--- config.mk ---
export PLATFORM = sky130hd
export DESIGN_NAME = mbist_multiplexer_flat
export DESIGN_NICKNAME = d
export VERILOG_FILES = /design/src/rtl/mbist_multiplexer_pkg.sv /design/src/rtl/mbist_multiplexer_if.sv /design/src/rtl/mbist_multiplexer_mode_tracker.sv /design/src/rtl/mbist_multiplexer.sv /design/src/flat_wrapper.sv
export SDC_FILE = /design/constraint.sdc
export NUM_CORES = 1
export LEC_CHECK = 0
export CORE_UTILIZATION = 39
export CTS_CLUSTER_DIAMETER = 200
export DETAILED_ROUTE_END_ITERATION = 8
export GPL_TIMING_DRIVEN = 0
export PLACE_DENSITY = 0.81
export SYNTH_ARGS = -nofsm -noshare
export SYNTH_HDL_FRONTEND = slang
export SYNTH_SLANG_ARGS = --single-unit
--- constraint.sdc ---
create_clock -name clk -period 3.06 [get_ports clk]
set_input_delay 0.306 -clock clk [delete_from_list [all_inputs] [get_ports clk]]
set_output_delay 0.306 -clock clk [all_outputs]
set_load 0.02 [all_outputs]
--- src/rtl/mbist_multiplexer_pkg.sv ---
// Shared MBIST definitions: standard bus widths for the wrapper's data and
// address paths, and the encoding of the normal/test mode select.
package mbist_pkg;

    localparam int DATA_W = 8;
    localparam int ADDR_W = 6;

    typedef enum logic {
        MODE_NORMAL = 1'b0,
        MODE_BIST   = 1'b1
    } mbist_mode_e;

endpackage

--- src/rtl/mbist_multiplexer_if.sv ---
// Bus bundle for the MBIST path multiplexer.
//   master : drives normal_in, bist_in, NbarT; observes the mux outputs
//   slave  : the multiplexer itself
interface mbist_multiplexer_if #(
    parameter int WIDTH     = 8,
    parameter int CNT_WIDTH = 8
);
    logic [WIDTH-1:0]     normal_in;
    logic [WIDTH-1:0]     bist_in;
    logic                 NbarT;
    logic [WIDTH-1:0]     out;
    logic [WIDTH-1:0]     out_q;
    logic                 mode_q;
    logic                 mode_switch;
    logic [CNT_WIDTH-1:0] switch_cnt;
    logic                 bist_seen;

    modport master (
        output normal_in, bist_in, NbarT,
        input  out, out_q, mode_q, mode_switch, switch_cnt, bist_seen
    );

    modport slave (
        input  normal_in, bist_in, NbarT,
        output out, out_q, mode_q, mode_switch, switch_cnt, bist_seen
    );
endinterface

--- src/rtl/mbist_multiplexer_mode_tracker.sv ---
// Mode tracker: registers the mode select and reports changes to the BIST
// controller.
//   clk, rst     : clock, asynchronous active-high reset
//   mode         : current select (0 normal, 1 BIST)
//   mode_q       : mode registered
//   mode_switch  : one-cycle pulse when the sampled mode differs from mode_q
//   switch_cnt   : saturating count of sampled mode changes
//   bist_seen    : sticky, set once BIST mode has been sampled
module mbist_mode_tracker
    import mbist_pkg::*;
#(
    parameter int CNT_WIDTH = 8
) (
    input  logic                 clk,
    input  logic                 rst,
    input  logic                 mode,
    output logic                 mode_q,
    output logic                 mode_switch,
    output logic [CNT_WIDTH-1:0] switch_cnt,
    output logic                 bist_seen
);
    logic changed;

    assign changed = (mode != mode_q);

    always_ff @(posedge clk or posedge rst) begin
        if (rst) begin
            mode_q      <= 1'b0;
            mode_switch <= 1'b0;
            switch_cnt  <= '0;
            bist_seen   <= 1'b0;
        end else begin
            mode_q      <= mode;
            mode_switch <= changed;
            // Hold at all-ones rather than wrapping back to zero.
            if (changed && (switch_cnt != '1))
                switch_cnt <= switch_cnt + 1'b1;
            bist_seen   <= bist_seen | (mode == MODE_BIST);
        end
    end
endmodule

--- src/rtl/mbist_multiplexer.sv ---
// MBIST path multiplexer: steers either the functional bus or the BIST bus
// to the memory under test with zero latency, and provides a registered
// copy of the selected bus plus mode-tracking status.
//   clk, rst : clock, asynchronous active-high reset (registered outputs only)
//   bus      : slave side of mbist_multiplexer_if (inputs normal_in, bist_in,
//              NbarT; outputs out, out_q, mode_q, mode_switch, switch_cnt,
//              bist_seen)
module mbist_multiplexer
    import mbist_pkg::*;
#(
    parameter int WIDTH     = DATA_W,
    parameter int CNT_WIDTH = 8
) (
    input  logic                clk,
    input  logic                rst,
    mbist_multiplexer_if.slave  bus
);
    logic [WIDTH-1:0] out_c;
    logic [WIDTH-1:0] out_r;

    // A case statement rather than ?: so an unknown select yields an unknown
    // bus instead of a bitwise merge of the two inputs.
    always_comb begin
        out_c = 'x;
        case (bus.NbarT)
            MODE_NORMAL: out_c = bus.normal_in;
            MODE_BIST:   out_c = bus.bist_in;
            default:     out_c = 'x;
        endcase
    end

    always_ff @(posedge clk or posedge rst) begin
        if (rst) out_r <= '0;
        else     out_r <= out_c;
    end

    assign bus.out   = out_c;
    assign bus.out_q = out_r;

    mbist_mode_tracker #(.CNT_WIDTH(CNT_WIDTH)) u_tracker (
        .clk         (clk),
        .rst         (rst),
        .mode        (bus.NbarT),
        .mode_q      (bus.mode_q),
        .mode_switch (bus.mode_switch),
        .switch_cnt  (bus.switch_cnt),
        .bist_seen   (bus.bist_seen)
    );
endmodule

--- src/flat_wrapper.sv ---
// flat-port wrapper written by rule: the top's interface ports become plain ports
module mbist_multiplexer_flat import mbist_pkg::*;
#(
    parameter int WIDTH     = DATA_W,
    parameter int CNT_WIDTH = 8
)
  (clk, rst, bus_normal_in, bus_bist_in, bus_NbarT, bus_out, bus_out_q, bus_mode_q, bus_mode_switch, bus_switch_cnt, bus_bist_seen);
  mbist_multiplexer_if #(.WIDTH(WIDTH), .CNT_WIDTH(CNT_WIDTH)) bus_i ();
  input  logic clk;
  input  logic rst;
  input wire logic [$bits(bus_i.normal_in)-1:0] bus_normal_in;
  input wire logic [$bits(bus_i.bist_in)-1:0] bus_bist_in;
  input wire logic [$bits(bus_i.NbarT)-1:0] bus_NbarT;
  output wire logic [$bits(bus_i.out)-1:0] bus_out;
  output wire logic [$bits(bus_i.out_q)-1:0] bus_out_q;
  output wire logic [$bits(bus_i.mode_q)-1:0] bus_mode_q;
  output wire logic [$bits(bus_i.mode_switch)-1:0] bus_mode_switch;
  output wire logic [$bits(bus_i.switch_cnt)-1:0] bus_switch_cnt;
  output wire logic [$bits(bus_i.bist_seen)-1:0] bus_bist_seen;
  assign bus_i.normal_in = bus_normal_in;
  assign bus_i.bist_in = bus_bist_in;
  assign bus_i.NbarT = bus_NbarT;
  assign bus_out = bus_i.out;
  assign bus_out_q = bus_i.out_q;
  assign bus_mode_q = bus_i.mode_q;
  assign bus_mode_switch = bus_i.mode_switch;
  assign bus_switch_cnt = bus_i.switch_cnt;
  assign bus_bist_seen = bus_i.bist_seen;
  mbist_multiplexer #(.WIDTH(WIDTH), .CNT_WIDTH(CNT_WIDTH)) u_core (.clk(clk), .rst(rst), .bus(bus_i));
endmodule
==> impl_metrics.ini <==
[clocking]
cts_setup_buffers = 0
path_clk_slew_ps = 110
clockBufferDepth = 2
htree_levels = 1
clock_latency_ps = 290
cts_buffers = 3
holdBufCountCts = 0
clkSinkCount = 19
root_buffer = clkbuf_4
cts_tree = done
cts_resized = 0

[global_route]
grt_pass1_vias = 612
top_usage_layer = met2
grt_pass1_wl_um = 2590
track_usage_pct = 18.3
met1_usage_pct = 20.9
overflow = 0
met2_usage_pct = 26.1
antenna_found_initial = 0
grt_use_met3_pct = 10.4
grt_max_degree = 20

[sta]
fin_ws_ps = 882
maxSlewHeadroom_pct = 54.8
period_minus_slack_ps = 2180
hold_slack_ps = 398
fmax_ghz = 0.459
fin_skew_ps = 6.16
rsz0062_at_grt = no
tightest_slew_ps = 678
finalMaxSlewViolations = 0
finalSetupViolations = 0
fin_crit_sh_pct = 71.2
hold_violations = 0
tns_ps = 0

[placement]
dpl.hpwl_um = 1270
port_buffers = 45
finalWeightedCongestion = 0.786
pre_cts_ws_ps = 875

[synth]
synth.avg_cell_area_um2 = 14.0
syn_inst = 56
synth_cell_types = 19
ys_seq_area_share_pct = 60.5
synth_top_area_share_pct = 60.5
synth_most_common_cell = dfrtp_1
yosysWarnings = 0
synth_commonest_cells = dfrtp_1, mux2_2
syn-cell-area_um2 = 786
syn-num-nets = 76
synth-edff-count = 0
synth-seq-cells = 19
async_reset_ff_share_pct = 100
netlist_top_cells_area = dfrtp_1, mux2_2, xor2_4, xnor2_1, a21oi_1
synth_area_leader_cell = dfrtp_1
ys.flop_type = dfrtp_1

[critical_path]
critPathRequiredTime_ps = 2750
startpoint_type = primary input
critPathArrivalTime_ps = 1870
critical_path_class = in2out
crit_fanout = 10
end_kind = output port

[layout]
area_growth_pct = 64.8
nFillCells = 136
fin_nets = 126
insertedDiodeCount = 0
drive_gt1_share_pct = 17.1

[routing]
drc = 0
routed_wirelength_um = 1570
first_iter_violations = 1
viasPerCell = 4.75
wl_per_cell_um = 12.1
first_pass_iters = 3
vias = 618
postRouteAntennaNets = 0

[pwr]
switching_share_pct = 35.4
leakagePower_nw = 0.535
pwr-share-clk_pct = 13.9
ir_drop_mv = 0.449
p_int_mw = 0.570
power_density_mw_per_mm2 = 681
p_seq_share_pct = 42.3
power_switching_mw = 0.312
power.share.combinational_pct = 43.7

[floorplanning]
die_area_mm2 = 0.00220
coreArea_mm2 = 0.00180
ios = 46
start_util_pct = 43.6
row_count = 15
die_y_um = 46.9
die-width_um = 46.9

[job]
maxCapViolCount = 0

[status]
status = completed

[hold_path]
min_path_type = in2async
-- through the flow --
stage	total power [mW]	instance area (um^2)	std cells	util (%)
after floorplan	0.577	786	56	-
after global placement	0.756	1270	126	70.3
after detailed placement	0.769	1270	126	70.3
after CTS	0.892	1290	130	71.9
after global routing	0.941	1290	130	71.9
final	0.882	1290	130	71.9
-- critical path, stage by stage --
cell	delay (ps)
clkdlybuf4s50_1	490
buf_6	170
mux2_2	360
clkdlybuf4s50_1	550
-- state kept, by name, summed over array words and instances (netlist names) --
signal and count:
u_core.bus.out_q 8, u_core.u_tracker.bist_seen 1, u_core.u_tracker.mode_q 1, u_core.u_tracker.mode_switch 1, u_core.u_tracker.switch_cnt 8
-- layer usage --
metal	part of all wire, %	wire length (um)
met2	47	740
met3	13	205
met5	0	0
met4	2.7	42
met1	37	585
-- cells in the final DEF, fill, tap and decap left out --
master | Yosys | routed
nand2_1 | 2 | 2
a21oi_1 | 3 | 3
clkdlybuf4s50_1 | 0 | 45
o21ai_0 | 3 | 3
nor2b_1 | 1 | 1
and3_1 | 2 | 2
clkinv_2 | 0 | 1
and4_4 | 1 | 1
nand3_1 | 3 | 3
xor2_4 | 1 | 1
buf_6 | 1 | 1
nor3_1 | 1 | 1
dfrtp_1 | 19 | 19
or2_2 | 1 | 1
clkbuf_4 | 0 | 3
mux2_4 | 1 | 1
xnor2_1 | 3 | 3
mux2_2 | 9 | 9
nand4_1 | 1 | 1
ha_1 | 1 | 1
o22a_1 | 1 | 1
inv_1 | 2 | 2
-- path summary, 6_finish.rpt --
| path | slack, ps | startpoint | cells past startpoint | end |
|---|---|---|---|---|
| worst min-delay path | 400 | rst | 2 | u_core.u_tracker.mode_q$_DFF_PP0_ |
| min in group clk | 490 | bus_NbarT | 1 | u_core.u_tracker.mode_q$_DFF_PP0_ |
| worst max-delay path | 880 | bus_NbarT | 4 | bus_out[3] |
| max in group asynchronous | 2230 | rst | 2 | u_core.u_tracker.switch_cnt[7]$_DFFE_PP0P_ |
| worst max register to register | 1390 | u_core.u_tracker.switch_cnt[3]$_DFFE_PP0P_ | 4 | u_core.u_tracker.switch_cnt[1]$_DFFE_PP0P_ |
| worst min register to register | 490 | u_core.u_tracker.bist_seen$_DFF_PP0_ | 1 | u_core.u_tracker.bist_seen$_DFF_PP0_ |
-- cell type report --
type | instances | area [um^2] | share of cell area [%]
Clock inverter | 1 | 5.00 | 0.386
Buffer | 1 | 11.3 | 0.870
Sequential cell | 19 | 475 | 36.7
Clock buffer | 3 | 22.5 | 1.74
Timing Repair Buffer | 45 | 450 | 34.8
Inverter | 2 | 7.51 | 0.580
Multi-Input combinational cell | 34 | 292 | 22.5
Tap cell | 25 | 31.3 | 2.42
-- power groups by stage --
| stage | Combinational [mW] | Clock, mW | Sequential, mW |
|---|---|---|---|
| floorplan | 0.129 | 0 | 0.448 |
| global placement | 0.381 | 0 | 0.375 |
| detailed placement | 0.389 | 0 | 0.380 |
| CTS | 0.391 | 0.127 | 0.374 |
| global route | 0.417 | 0.139 | 0.384 |
| finish | 0.386 | 0.123 | 0.373 |
-- cells by family (layout without fill, tap and decap cells) --
| logic type | Yosys count | after routing | synth area share (%) |
|---|---|---|---|
| flops | 19 | 19 | 60.5 |
| xor+xnor | 4 | 4 | 6.85 |
| buf+inv | 3 | 52 | 2.39 |
| mux | 10 | 10 | 14.8 |
| fa+ha+maj | 1 | 1 | 1.59 |
| simple gates | 12 | 12 | 8.92 |
| compound gates | 7 | 7 | 4.94 |
Note: power is estimated with default switching activity, not from simulation.
